## config.mk

```make
export PLATFORM = sky130hd
export DESIGN_NAME = uart_rx_flat
export DESIGN_NICKNAME = d
export VERILOG_FILES = /design/src/rtl/uart_rx_if.sv /design/src/rtl/uart_rx.sv /design/src/flat_wrapper.sv
export SDC_FILE = /design/constraint.sdc
export NUM_CORES = 1
export LEC_CHECK = 0
export CORE_MARGIN = 5
export CORE_UTILIZATION = 55
export CTS_BUF_LIST = sky130_fd_sc_hd__clkbuf_4 sky130_fd_sc_hd__clkbuf_8
export CTS_CLUSTER_DIAMETER = 80
export DETAILED_ROUTE_END_ITERATION = 10
export GPL_ROUTABILITY_DRIVEN = 0
export PLACE_DENSITY = 0.77
export SLEW_MARGIN = 20
export SYNTH_ARGS = -nofsm -noshare
export SYNTH_HDL_FRONTEND = slang
export SYNTH_SLANG_ARGS = --single-unit
```

## constraint.sdc

```tcl
create_clock -name clk -period 4.9 [get_ports clk]
set_clock_uncertainty 0.1 [all_clocks]
set_input_delay 0.49 -clock clk [delete_from_list [all_inputs] [get_ports clk]]
set_output_delay 0.49 -clock clk [all_outputs]
set_load 0.05 [all_outputs]
```

## src/rtl/uart_rx_if.sv

```systemverilog
// rtl/uart_rx_if.sv - received-byte valid/ready interface
//
// Carries one received byte from the UART front end to its consumer.
//   rx_valid : rx_data holds an unconsumed byte (driven by master)
//   rx_data  : received byte, stable while rx_valid is high (driven by master)
//   rx_ready : consumer takes the byte when rx_valid && rx_ready (driven by slave)
interface uart_rx_if;
  logic       rx_valid;
  logic [7:0] rx_data;
  logic       rx_ready;

  modport master (output rx_valid, output rx_data, input rx_ready);
  modport slave  (input rx_valid, input rx_data, output rx_ready);
endinterface

```

## src/rtl/uart_rx.sv

```systemverilog
// rtl/uart_rx.sv - oversampling 8N1 UART receiver with valid/ready byte output
//
// Ports:
//   clk, m_aresetn : clock, asynchronous active-low reset
//   uart_rxd       : asynchronous serial line, idles high
//   rx             : uart_rx_if master (rx_valid / rx_data / rx_ready)
//   rx_frame_err   : one-cycle pulse, stop bit sampled low
//   rx_parity_err  : one-cycle pulse, even-parity mismatch (0 unless UART_RX_PARITY_EN)
//   rx_overrun     : one-cycle pulse, good byte dropped because rx_valid was held
//   rx_break       : level, all-zero character with low stop bit, until line goes high
// Optional feature: define UART_RX_PARITY_EN for an even-parity bit after the data.
module uart_rx #(
  parameter int CYCLES_PER_BIT = 868,
  parameter int CNT_W          = 10
) (
  input  logic      clk,
  input  logic      m_aresetn,
  input  logic      uart_rxd,
  uart_rx_if.master rx,
  output logic      rx_frame_err,
  output logic      rx_parity_err,
  output logic      rx_overrun,
  output logic      rx_break
);

  localparam logic [CNT_W-1:0] HALF_M1 = CNT_W'(CYCLES_PER_BIT / 2 - 1);
  localparam logic [CNT_W-1:0] FULL_M1 = CNT_W'(CYCLES_PER_BIT - 1);

  typedef enum logic [2:0] {
    S_IDLE,
    S_START,
    S_DATA,
`ifdef UART_RX_PARITY_EN
    S_PARITY,
`endif
    S_STOP,
    S_BREAK
  } state_t;

  state_t           state_q, state_d;
  logic [1:0]       sync_q, sync_d;
  logic [CNT_W-1:0] cnt_q, cnt_d;
  logic [2:0]       idx_q, idx_d;
  logic [7:0]       shift_q, shift_d;
  logic             valid_q, valid_d;
  logic [7:0]       data_q, data_d;
  logic             fe_q, fe_d;
  logic             pe_q, pe_d;
  logic             ov_q, ov_d;
  logic             brk_q, brk_d;
  logic             rxd_s;
  logic             par_bad;

  assign rxd_s = sync_q[1];

`ifdef UART_RX_PARITY_EN
  logic par_bad_q, par_bad_d;
  assign par_bad = par_bad_q;
`else
  assign par_bad = 1'b0;
`endif

  always_comb begin
    sync_d  = {sync_q[0], uart_rxd};
    state_d = state_q;
    cnt_d   = cnt_q + CNT_W'(1);
    idx_d   = idx_q;
    shift_d = shift_q;
    valid_d = valid_q;
    data_d  = data_q;
    fe_d    = 1'b0;
    pe_d    = 1'b0;
    ov_d    = 1'b0;
    brk_d   = brk_q;
`ifdef UART_RX_PARITY_EN
    par_bad_d = par_bad_q;
`endif

    if (valid_q && rx.rx_ready) begin
      valid_d = 1'b0;
    end

    case (state_q)
      S_IDLE: begin
        cnt_d = '0;
        if (!rxd_s) state_d = S_START;
      end
      S_START: begin
        // Mid-bit check of the start bit rejects short line glitches.
        if (cnt_q == HALF_M1) begin
          cnt_d = '0;
          if (rxd_s) begin
            state_d = S_IDLE;
          end else begin
            state_d = S_DATA;
            idx_d   = 3'd0;
          end
        end
      end
      S_DATA: begin
        if (cnt_q == FULL_M1) begin
          cnt_d   = '0;
          shift_d = {rxd_s, shift_q[7:1]};
          idx_d   = idx_q + 3'd1;
          if (idx_q == 3'd7) begin
`ifdef UART_RX_PARITY_EN
            state_d = S_PARITY;
`else
            state_d = S_STOP;
`endif
          end
        end
      end
`ifdef UART_RX_PARITY_EN
      S_PARITY: begin
        if (cnt_q == FULL_M1) begin
          cnt_d     = '0;
          par_bad_d = ^{shift_q, rxd_s};
          state_d   = S_STOP;
        end
      end
`endif
      S_STOP: begin
        if (cnt_q == FULL_M1) begin
          cnt_d   = '0;
          state_d = S_IDLE;
          if (!rxd_s) begin
            // Framing is judged before parity so only one flag fires.
            fe_d    = 1'b1;
            brk_d   = (shift_q == 8'h00);
            state_d = S_BREAK;
          end else if (par_bad) begin
            pe_d = 1'b1;
          end else if (!valid_q || rx.rx_ready) begin
            // An accept in this same cycle frees the holding register.
            valid_d = 1'b1;
            data_d  = shift_q;
          end else begin
            ov_d = 1'b1;
          end
        end
      end
      S_BREAK: begin
        cnt_d = '0;
        if (rxd_s) begin
          state_d = S_IDLE;
          brk_d   = 1'b0;
        end
      end
      default: begin
        state_d = S_IDLE;
      end
    endcase
  end

  always_ff @(posedge clk or negedge m_aresetn) begin
    if (!m_aresetn) begin
      state_q <= S_IDLE;
      sync_q  <= 2'b11;
      cnt_q   <= '0;
      idx_q   <= 3'd0;
      shift_q <= 8'h00;
      valid_q <= 1'b0;
      data_q  <= 8'h00;
      fe_q    <= 1'b0;
      pe_q    <= 1'b0;
      ov_q    <= 1'b0;
      brk_q   <= 1'b0;
`ifdef UART_RX_PARITY_EN
      par_bad_q <= 1'b0;
`endif
    end else begin
      state_q <= state_d;
      sync_q  <= sync_d;
      cnt_q   <= cnt_d;
      idx_q   <= idx_d;
      shift_q <= shift_d;
      valid_q <= valid_d;
      data_q  <= data_d;
      fe_q    <= fe_d;
      pe_q    <= pe_d;
      ov_q    <= ov_d;
      brk_q   <= brk_d;
`ifdef UART_RX_PARITY_EN
      par_bad_q <= par_bad_d;
`endif
    end
  end

  assign rx.rx_valid   = valid_q;
  assign rx.rx_data    = data_q;
  assign rx_frame_err  = fe_q;
  assign rx_parity_err = pe_q;
  assign rx_overrun    = ov_q;
  assign rx_break      = brk_q;

endmodule

```

## src/flat_wrapper.sv

```systemverilog
// flat-port wrapper written by rule: the top's interface ports become plain ports
module uart_rx_flat 
#(
  parameter int CYCLES_PER_BIT = 868,
  parameter int CNT_W          = 10
)
  (clk, m_aresetn, uart_rxd, rx_frame_err, rx_parity_err, rx_overrun, rx_break, rx_rx_valid, rx_rx_data, rx_rx_ready);
  uart_rx_if rx_i ();
  input  logic clk;
  input  logic m_aresetn;
  input  logic uart_rxd;
  output logic rx_frame_err;
  output logic rx_parity_err;
  output logic rx_overrun;
  output logic rx_break;
  output wire logic [$bits(rx_i.rx_valid)-1:0] rx_rx_valid;
  output wire logic [$bits(rx_i.rx_data)-1:0] rx_rx_data;
  input wire logic [$bits(rx_i.rx_ready)-1:0] rx_rx_ready;
  assign rx_rx_valid = rx_i.rx_valid;
  assign rx_rx_data = rx_i.rx_data;
  assign rx_i.rx_ready = rx_rx_ready;
  uart_rx #(.CYCLES_PER_BIT(CYCLES_PER_BIT), .CNT_W(CNT_W)) u_core (.clk(clk), .m_aresetn(m_aresetn), .uart_rxd(uart_rxd), .rx(rx_i), .rx_frame_err(rx_frame_err), .rx_parity_err(rx_parity_err), .rx_overrun(rx_overrun), .rx_break(rx_break));
endmodule
```

; ---- After elaboration in Yosys (flattened, before gate mapping)
; Cells that the tools add are included.
[word_totals]
ff_bits = 38
latch_bits = 0
ram_bits = 0
mem_bits_ro = 0
input_bits = 4
output_inout_bits = 13
mem_count = 0
[classes]
n_addsub = 2
n_mul = 0
div = 0
n_lt_le_gt_ge = 0
n_eq_ne = 15
n_shift = 0
muxes = 32
bitwise = 0
reduce_logical = 14
[op_table]
columns = operator, n
row1 = 3-bit 2-to-1 mux, 10
row2 = 10-bit one-hot mux with 3 select lines, 1
row3 = 10-bit 2-to-1 mux, 2
row4 = 1-bit 2-to-1 mux, 15
row5 = 3-bit one-hot mux with 5 select lines, 1
row6 = 4-bit AND reduction, 3
row7 = "10-bit by 1-bit adder with 10-bit output, second input constant", 1
row8 = "10-bit equality test, second input constant", 1
row9 = "10-bit by 9-bit equality test with 1-bit output, second input constant", 1
row10 = "2-bit by 1-bit inequality test with 1-bit output, second input constant", 5
row11 = 8-bit logical NOT, 1
row12 = "3-bit by 2-bit equality test with 1-bit output, second input constant", 2
row13 = "3-bit equality test, second input constant", 2
row14 = "2-bit inequality test, second input constant", 3
row15 = 3-bit one-hot mux with 2 select lines, 1
row16 = 6-bit AND reduction, 1
row17 = 2-bit nonzero test, 2
row18 = 2-bit OR reduction, 2
row19 = "3-bit by 1-bit adder with 3-bit output, second input constant", 1
row20 = "3-bit by 1-bit equality test with 1-bit output, second input constant", 1
row21 = 3-bit logical NOT, 1
row22 = 2-bit 2-to-1 mux, 1
row23 = 1-bit one-hot mux with 2 select lines, 1
row24 = 2-bit AND reduction, 1
row25 = other kinds (3), 3

; ---- Logic depth before layout (Yosys ltp)
; Gate-level depths: netlist of run 1.
[logic_depth]
word_depth = 6
ltp_mapped = 6
ltp_nobuf = 5

; ---- Least setup slack after synthesis of run 1
; Ideal clock, no wire load.
[synth_timing]
path_type = register to register
start = reg u_core.cnt_q[0]
end = reg u_core.data_q[0] (netlist: u_core.rx.rx_data[0])
setup_ns = 0.125
arrival_ns = 1.715
required_ns = 4.675
slack_ns = 2.959
path_stages_with_launch = 7
path_buffers = 1
cell_sequence = dfrtp_1 > ha_1 > and4bb_4 > nand2_4 > or3b_1 > buf_6 > mux2_4
[synth_between]
elab_chain_cells = 2
[synth_rtl]
columns = element, line
row1 = "start, declared", uart_rx.sv:42  ; logic [CNT_W-1:0] cnt_q, cnt_d;
row2 = "start signal, assigned", uart_rx.sv:175  ; cnt_q <= cnt_d;
row3 = 10-bit equality test, uart_rx.sv:124  ; if (cnt_q == FULL_M1) begin
row4 = 4-bit AND reduction (no line), -
row5 = "end signal, assigned", uart_rx.sv:179  ; data_q <= data_d;
row6 = "end, declared", uart_rx.sv:46  ; logic [7:0] data_q, data_d;
; Every way passes these cells.
; A chain may end at the register's enable or synchronous reset.

; ---- Worst setup path in the final report of run 1
[layout_timing]
start = reg u_core.state_q[1]
end = reg u_core.data_q[3] (netlist: u_core.rx.rx_data[3])
[layout_between]
elab_chain_cells = 2
[layout_rtl]
columns = element, line
row1 = "start, declared", uart_rx.sv:40  ; state_t state_q, state_d;
row2 = "start signal, assigned", uart_rx.sv:173  ; state_q <= state_d;
row3 = 3-bit by 2-bit equality test with 1-bit output, uart_rx.sv:83  ; case (state_q)
row4 = 4-bit AND reduction (no line), -
; Every way passes these cells.

==> load_flow_metrics.sql, run 1 <==
INSERT INTO impl_metrics (metric_group, metric, value, unit) VALUES
('routing', 'firstDrtPassIters', '4', ''),
('cts', 'numClockSinks', '38', ''),
('routing', 'routed_wl', '3.07', 'mm'),
('grt', 'globalRouteTotalUtil', '16.4', '%'),
('routing', 'dr_total_vias', '1171', ''),
('worst_setup_path', 'worst-setup-path-type', 'reg -> reg', ''),
('routing', 'drt_first_iter_violations', '42', ''),
('timing', 'tightestPinTransition', '0.499', 'ns'),
('synth', 'synth_cells', '148', ''),
('status', 'result_of_the_run', 'complete, no violations', ''),
('grt', 'number_of_global_route_vias_before_repair', '1197', ''),
('synth', 'asyncSetResetFlopFracSynth', '100', '%'),
('place', 'placedInstanceArea', '1970', 'sq um'),
('finish', 'drive_above_1_share', '16.4', '%'),
('cts', 'cts_root_buf', 'clkbuf_4', ''),
('place', 'hpwlAfterDp', '2.21', 'mm'),
('place', 'pre_cts_worst_setup_slack', '2.66', 'ns'),
('cts', 'cts_hold_buf', '0', ''),
('worst_setup_path', 'timing.critical_path.required', '5.04', 'ns'),
('worst_setup_path', 'worst_setup_path_end_kind', 'flop', ''),
('synth', 'ys_dominant_reg_cell', 'dfrtp_1', ''),
('worst_setup_path', 'crit_path_max_incr_delay', '0.58', 'ns'),
('finish', 'most-common-layout-cells', 'dfrtp_1, nor2_1, clkdlybuf4s50_1', ''),
('worst_setup_path', 'worst_ep_arrival_time', '2.34', 'ns'),
('finish', 'layout.cells.non_filler', '209', ''),
('cts', 'clockBufferDepth', '2', ''),
('finish', 'seqCellArea', '953', 'sq um'),
('die', 'io-pin-count', '17', ''),
('die', 'number_of_cell_rows', '20', ''),
('finish', 'n_antenna_cell', '0', ''),
('die', 'starting_density_of_the_core', '58.1', '%'),
('timing', 'finalHoldViolCount', '0', ''),
('synth', 'syn-mean-instance-area', '12.2', 'sq um'),
('finish', 'final_design_area_no_fill', '2030', 'sq um'),
('synth', 'yosys_warnings', '0', ''),
('timing', 'post-route-period-util', '44.8', '%'),
('finish', 'most_common_cell_after_layout_fill_and_taps_aside', 'dfrtp_1', ''),
('timing', 'timing.final.max_slew_violations', '0', ''),
('synth', 'synth_area', '1800', 'sq um'),
('worst_setup_path', 'cp.buffers_inverters', '0', ''),
('power_and_ir_drop', 'power.static_leakage', '0.984', 'nW'),
('finish', 'nets', '172', ''),
('power_and_ir_drop', 'vdd.ir_drop.worst', '0.210', 'mV'),
('timing', 'fmax', '455', 'MHz'),
('routing', 'antenna_violating_nets_post_route', '0', ''),
('timing', 'finalWorstPathRequiredPeriod', '2.20', 'ns'),
('cts', 'clock_tree_from_tritoncts', 'yes', ''),
('grt', 'grt_first_pass_wirelength', '5.43', 'mm'),
('die', 'floorplan.die_area', '4530', 'sq um'),
('place', 'placed_instances', '201', ''),
('routing', 'avgViaCountPerCell', '5.60', ''),
('worst_setup_path', 'timing.critical_path.slowest_stage_cell', 'or3b_1', ''),
('cts', 'clkLatencyLatePin', '0.34', 'ns'),
('power_and_ir_drop', 'design_power_total', '0.498', 'mW'),
('cts', 'cts_setup_buffers', '0', ''),
('worst_setup_path', 'largest_fanout_on_the_critical_path', '11', ''),
('finish', 'fillerInstances', '263', ''),
('grt', 'grt_start_max_net_pins', '39', ''),
('place', 'numPortBuffers', '15', ''),
('timing', 'fin_setup_tns', '0', 'ns'),
('die', 'die_w', '67.3', 'microns'),
('timing', 'rsz0062_at_grt', 'false', ''),
('flow_run', 'cap_viol_max_count', '0', ''),
('finish', 'flow.area_growth_from_synthesis', '12.8', '%'),
('die', 'core-area', '3100', 'sq um'),
('worst_setup_path', 'cp_num_cells', '4', ''),
('synth', 'synth.ff_latch_count', '38', ''),
('worst_hold_path', 'worstHoldPathCells', '0', ''),
('timing', 'final_setup_viols', '0', ''),
('timing', 'worst_slew_margin_rel', '66.4', '%'),
('synth', 'ys_types', '45', '');
[registers in the layout, summed over array words and instances, names as in the netlist, 2 cells and up]
name and cells:
u_core.rx.rx_data 8, u_core.state_q 3, u_core.shift_q 8, u_core.sync_q 2, u_core.cnt_q 10, u_core.idx_q 3
[kinds of logic after synthesis]
| kind of cell | after synthesis | synth area share [%] |
|---|---|---|
| compound gates | 13 | 5.62 |
| xor+xnor | 8 | 3.88 |
| mux | 18 | 12.8 |
| other cells | 1 | 0.208 |
| buf+inv | 10 | 3.19 |
| flops | 38 | 52.8 |
| fa+ha+maj | 4 | 2.77 |
| simple gates | 56 | 18.7 |
[final cells by class]
cell class	count	area share [%]
clock inverters	2	0.615
clock buffers	6	2.52
well taps	44	2.71
multi-input cells	100	39.0
repair buffers	16	7.75
flip-flops and latches	38	46.9
inverters	3	0.554
[metrics by stage]
stage	utilization [%]	hold slack, ns
floorplan	-	0.0944
global placement	63.5	0.251
detailed placement	63.5	0.254
CTS	65.6	0.273
global route	65.6	0.277
finish	65.6	0.269
[per-layer routing]
metal | part of all wire (%) | up-vias | track usage [%]
met5 | 0 | - | 0
met4 | 2.5 | 0 | 10.1
met3 | 3.5 | 7 | 4.16
met2 | 50 | 22 | 26.6
met1 | 44 | 579 | 19.5
li1 | - | 563 | -
[synthesized netlist by cell type, drive strengths merged, types with 2 or more instances]
cell | number | area [sq um]
a22o | 2 | 17.5
a311oi | 2 | 17.5
a41oi | 2 | 17.5
and3 | 3 | 18.8
and4 | 3 | 27.5
buf | 5 | 38.8
clkbuf | 2 | 7.51
dfrtp | 36 | 901
dfstp | 2 | 52.6
ha | 4 | 50.1
inv | 3 | 11.3
mux2 | 17 | 221
nand2 | 8 | 37.5
nand2b | 2 | 12.5
nand3 | 7 | 40.0
nand4 | 3 | 18.8
nor2 | 15 | 56.3
nor2b | 2 | 12.5
nor3b | 2 | 20.0
nor4 | 3 | 18.8
o21ai | 3 | 18.8
o2bb2ai | 2 | 17.5
or3 | 2 | 12.5
xnor2 | 3 | 26.3
xor2 | 5 | 43.8
[power by group]
group          leakage (nW)  internal (mW)  switching, mW  total [mW]
sequential            0.509          0.315        0.00126       0.316
combinational         0.440        0.00339        0.00792      0.0113
clock                0.0343         0.0690          0.101       0.170
[path summary, 6_finish.rpt]
kind,start,to,slack (ns)
worst max-delay path,u_core.state_q[1]$_DFFE_PN0P_,u_core.rx.rx_data[3]$_DFFE_PN0P_,2.70
worst min-delay path,u_core.sync_q[0]$_DFF_PN1_,u_core.sync_q[1]$_DFF_PN1_,0.27
worst max register to register,u_core.state_q[1]$_DFFE_PN0P_,u_core.rx.rx_data[3]$_DFFE_PN0P_,2.70
worst min register to register,u_core.sync_q[0]$_DFF_PN1_,u_core.sync_q[1]$_DFF_PN1_,0.27
max in group asynchronous,m_aresetn,u_core.sync_q[1]$_DFF_PN1_,3.89
min in group asynchronous,m_aresetn,u_core.rx.rx_data[7]$_DFFE_PN0P_,0.46
Note: power is estimated with default switching activity, not from simulation.
==> inputs of run 2 (changes only) <==
--- a/config.mk
+++ b/config.mk
@@ -6,12 +6,12 @@
 export NUM_CORES = 1
 export LEC_CHECK = 0
 export CORE_MARGIN = 5
-export CORE_UTILIZATION = 55
+export CORE_UTILIZATION = 53
 export CTS_BUF_LIST = sky130_fd_sc_hd__clkbuf_4 sky130_fd_sc_hd__clkbuf_8
 export CTS_CLUSTER_DIAMETER = 80
 export DETAILED_ROUTE_END_ITERATION = 10
 export GPL_ROUTABILITY_DRIVEN = 0
-export PLACE_DENSITY = 0.77
+export PLACE_DENSITY = 0.78
 export SLEW_MARGIN = 20
 export SYNTH_ARGS = -nofsm -noshare
 export SYNTH_HDL_FRONTEND = slang
==> constraint.sdc (replaced) <==
create_clock -name clk -period 1.9 [get_ports clk]
set_clock_uncertainty 0.1 [all_clocks]
set_input_delay 0.19 -clock clk [delete_from_list [all_inputs] [get_ports clk]]
set_output_delay 0.19 -clock clk [all_outputs]
set_load 0.05 [all_outputs]
==> run 2 against run 1 <==
  * Non-clock buffer count rose by 23
  * Via count rose by 11%
  * Cell count rose by 12%
  * Worst setup slack got worse by 2.7 ns
  * Final area rose by 10%
  * Global-route usage rose by 2.0 points
  * Register-to-register slack got worse by 2.7 ns
  * Clock-buffer cell count did not move
  * Routed wire length rose by 22%
  * Die area rose by 3.2%
  * First-iteration DRC count rose by 140%
  * Maximum frequency rose by 16%
==> load_flow_metrics.sql, run 2 (synthesis gave the netlist of run 1 again) <==
INSERT INTO impl_metrics (metric_group, metric, value, unit) VALUES
('cts', 'cts_root_buf', 'clkbuf_4', ''),
('worst_setup_path', 'r2r-start', 'u_core.cnt_q[1]$_DFF_PN0_', ''),
('timing', 'finalHoldViolCount', '0', ''),
('place', 'pre_cts_worst_setup_slack', '-0.00727', 'ns'),
('finish', 'fillerInstances', '249', ''),
('power_and_ir_drop', 'design_power_total', '1.30', 'mW'),
('timing', 'worst_hold_slack', '0.135', 'ns'),
('grt', 'grt_overflow', '0', ''),
('timing', 'fin_setup_tns', '0', 'ns'),
('finish', 'post-route-util', '67.8', '%'),
('place', 'numPortBuffers', '15', ''),
('finish', 'final_design_area_no_fill', '2250', 'sq um'),
('finish', 'drive_above_1_share', '29.3', '%'),
('finish', 'nets', '195', ''),
('timing', 'rsz0062_at_grt', 'true', ''),
('cts', 'worst_setup_hold_path_clk_slew', '0.12', 'ns'),
('routing', 'drt-wirelength-per-cell', '15.9', 'microns'),
('die', 'die_h', '68.3', 'microns'),
('routing', 'firstDrtPassIters', '4', ''),
('timing', 'final_setup_viols', '0', ''),
('finish', 'most_common_cell_after_layout_fill_and_taps_aside', 'dfrtp_1', ''),
('routing', 'dr_total_vias', '1301', ''),
('finish', 'layout.cells.non_filler', '234', ''),
('routing', 'avgViaCountPerCell', '5.56', ''),
('worst_setup_path', 'worst-setup-path-type', 'reg -> reg', ''),
('timing', 'fmax', '530', 'MHz'),
('grt', 'initial_antenna_violation_count', '0', ''),
('power_and_ir_drop', 'vdd.ir_drop.worst', '0.308', 'mV'),
('power_and_ir_drop', 'power.density_cell_area', '580', 'nW/um^2'),
('die', 'die_w', '68.3', 'microns'),
('finish', 'max_reg_flops', '10', ''),
('worst_setup_path', 'r2r_setup_slack', '0.01', 'ns'),
('cts', 'clock_tree_from_tritoncts', 'yes', ''),
('cts', 'cts-htree-levels', '2', ''),
('routing', 'routed_wl', '3.73', 'mm'),
('place', 'hpwlAfterDp', '2.67', 'mm'),
('cts', 'clkLatencyLatePin', '0.35', 'ns'),
('timing', 'timing.final.max_slew_violations', '0', ''),
('grt', 'number_of_global_route_vias_before_repair', '1336', ''),
('place', 'placedInstanceArea', '2130', 'sq um'),
('cts', 'numClockSinks', '38', ''),
('timing', 'final_critical_path_setup_slack', '0.0119', 'ns'),
('grt', 'grt_first_pass_wirelength', '6.18', 'mm'),
('worst_setup_path', 'worstSetupStartpointType', 'flop', ''),
('worst_setup_path', 'worst_ep_arrival_time', '2.04', 'ns'),
('routing', 'drt_drc_violations_left', '0', ''),
('worst_setup_path', 'worst_setup_path_end_kind', 'flop', ''),
('cts', 'cts_buffers', '5', ''),
('status', 'result_of_the_run', 'complete, no violations', ''),
('finish', 'most-common-layout-cells', 'dfrtp_1, buf_4, nor2_1', ''),
('worst_setup_path', 'worst_r2r_endpoint', 'u_core.rx.rx_data[5]$_DFFE_PN0P_', ''),
('routing', 'antenna_violating_nets_post_route', '0', ''),
('die', 'io-pin-count', '17', ''),
('worst_setup_path', 'largest_fanout_on_the_critical_path', '8', ''),
('worst_setup_path', 'timing.critical_path.required', '2.05', 'ns'),
('grt', 'globalRouteTotalUtil', '18.4', '%'),
('place', 'placed_instances', '224', ''),
('die', 'starting_density_of_the_core', '54.5', '%'),
('timing', 'post-route-period-util', '99.4', '%'),
('flow_run', 'cap_viol_max_count', '0', ''),
('die', 'floorplan.die_area', '4670', 'sq um'),
('die', 'number_of_cell_rows', '21', ''),
('cts', 'cts_hold_buf', '0', ''),
('cts', 'clockBufferDepth', '2', ''),
('timing', 'finalWorstPathRequiredPeriod', '1.89', 'ns'),
('timing', 'worst_slew_margin_rel', '65.9', '%'),
('die', 'core-area', '3310', 'sq um'),
('finish', 'flow.area_growth_from_synthesis', '24.5', '%'),
('routing', 'drt_first_iter_violations', '101', ''),
('finish', 'max_flop_register', 'u_core.cnt_q', ''),
('finish', 'n_antenna_cell', '0', ''),
('grt', 'grt_start_max_net_pins', '39', ''),
('timing', 'tightestPinTransition', '0.511', 'ns'),
('worst_setup_path', 'worst_r2r_path_depth', '5', ''),
('worst_hold_path', 'min-delay-path-class', 'in -> async', ''),
('power_and_ir_drop', 'power.static_leakage', '1.14', 'nW');
## run 2: cell types whose count changed in the layout (fill, tap and decap cells not counted), sizes merged
cell and delta:
buf +23, dlymetal6s2s +2, clkdlybuf4s50 -2
## run 2: per-layer routing
| layer | part of all wire (%) | vias to the layer above | track usage [%] |
|---|---|---|---|
| li1 | - | 606 | - |
| met1 | 39 | 648 | 20.3 |
| met2 | 53 | 34 | 31.9 |
| met3 | 5.2 | 13 | 5.58 |
| met4 | 2.8 | 0 | 8.93 |
| met5 | 0 | - | 0 |
## run 2: layout make-up
cell class,instances,area (sq um),share of cell area [%]
clock buffer,6,51.3,2.28
clock inverter,2,12.5,0.557
inverter,3,11.3,0.501
timing repair buffer,39,335,14.9
multi-input combinational,100,825,36.7
sequential,38,953,42.5
tap,46,57.6,2.56
## run 2: power by group
part / switching (mW) / total, mW / internal [mW]
logic: 0.0238 / 0.0340 / 0.0102
clock network: 0.278 / 0.455 / 0.178
registers: 0.00110 / 0.813 / 0.812
total: 0.303 / 1.30 / 1.00
## run 2: worst max-delay path by stage
stage	startpoint	end	slack, ns	cells past startpoint
after floorplan	u_core.cnt_q[0]$_DFF_PN0_	u_core.rx.rx_data[0]$_DFFE_PN0P_	-0.004	6
after global placement	u_core.cnt_q[1]$_DFF_PN0_	u_core.rx.rx_data[7]$_DFFE_PN0P_	0.03	6
after detailed placement	u_core.cnt_q[0]$_DFF_PN0_	u_core.rx.rx_data[7]$_DFFE_PN0P_	-0.007	6
after CTS	u_core.cnt_q[0]$_DFF_PN0_	u_core.rx.rx_data[7]$_DFFE_PN0P_	-0.0009	6
after global routing	u_core.cnt_q[0]$_DFF_PN0_	u_core.rx.rx_data[7]$_DFFE_PN0P_	-0.05	5
final	u_core.cnt_q[1]$_DFF_PN0_	u_core.rx.rx_data[5]$_DFFE_PN0P_	0.01	5
## run 2: timing repair
item	CTS	global route
setup endpoints to repair	8	22
buffers inserted	2	1
resized for setup	1	8
## run 2: critical path: stages, from the launching register on
cell and delay [ns]:
dfrtp_1 0.38, ha_2 0.19, and4bb_4 0.27, nand2_4 0.05, or3b_4 0.47, mux2_4 0.32
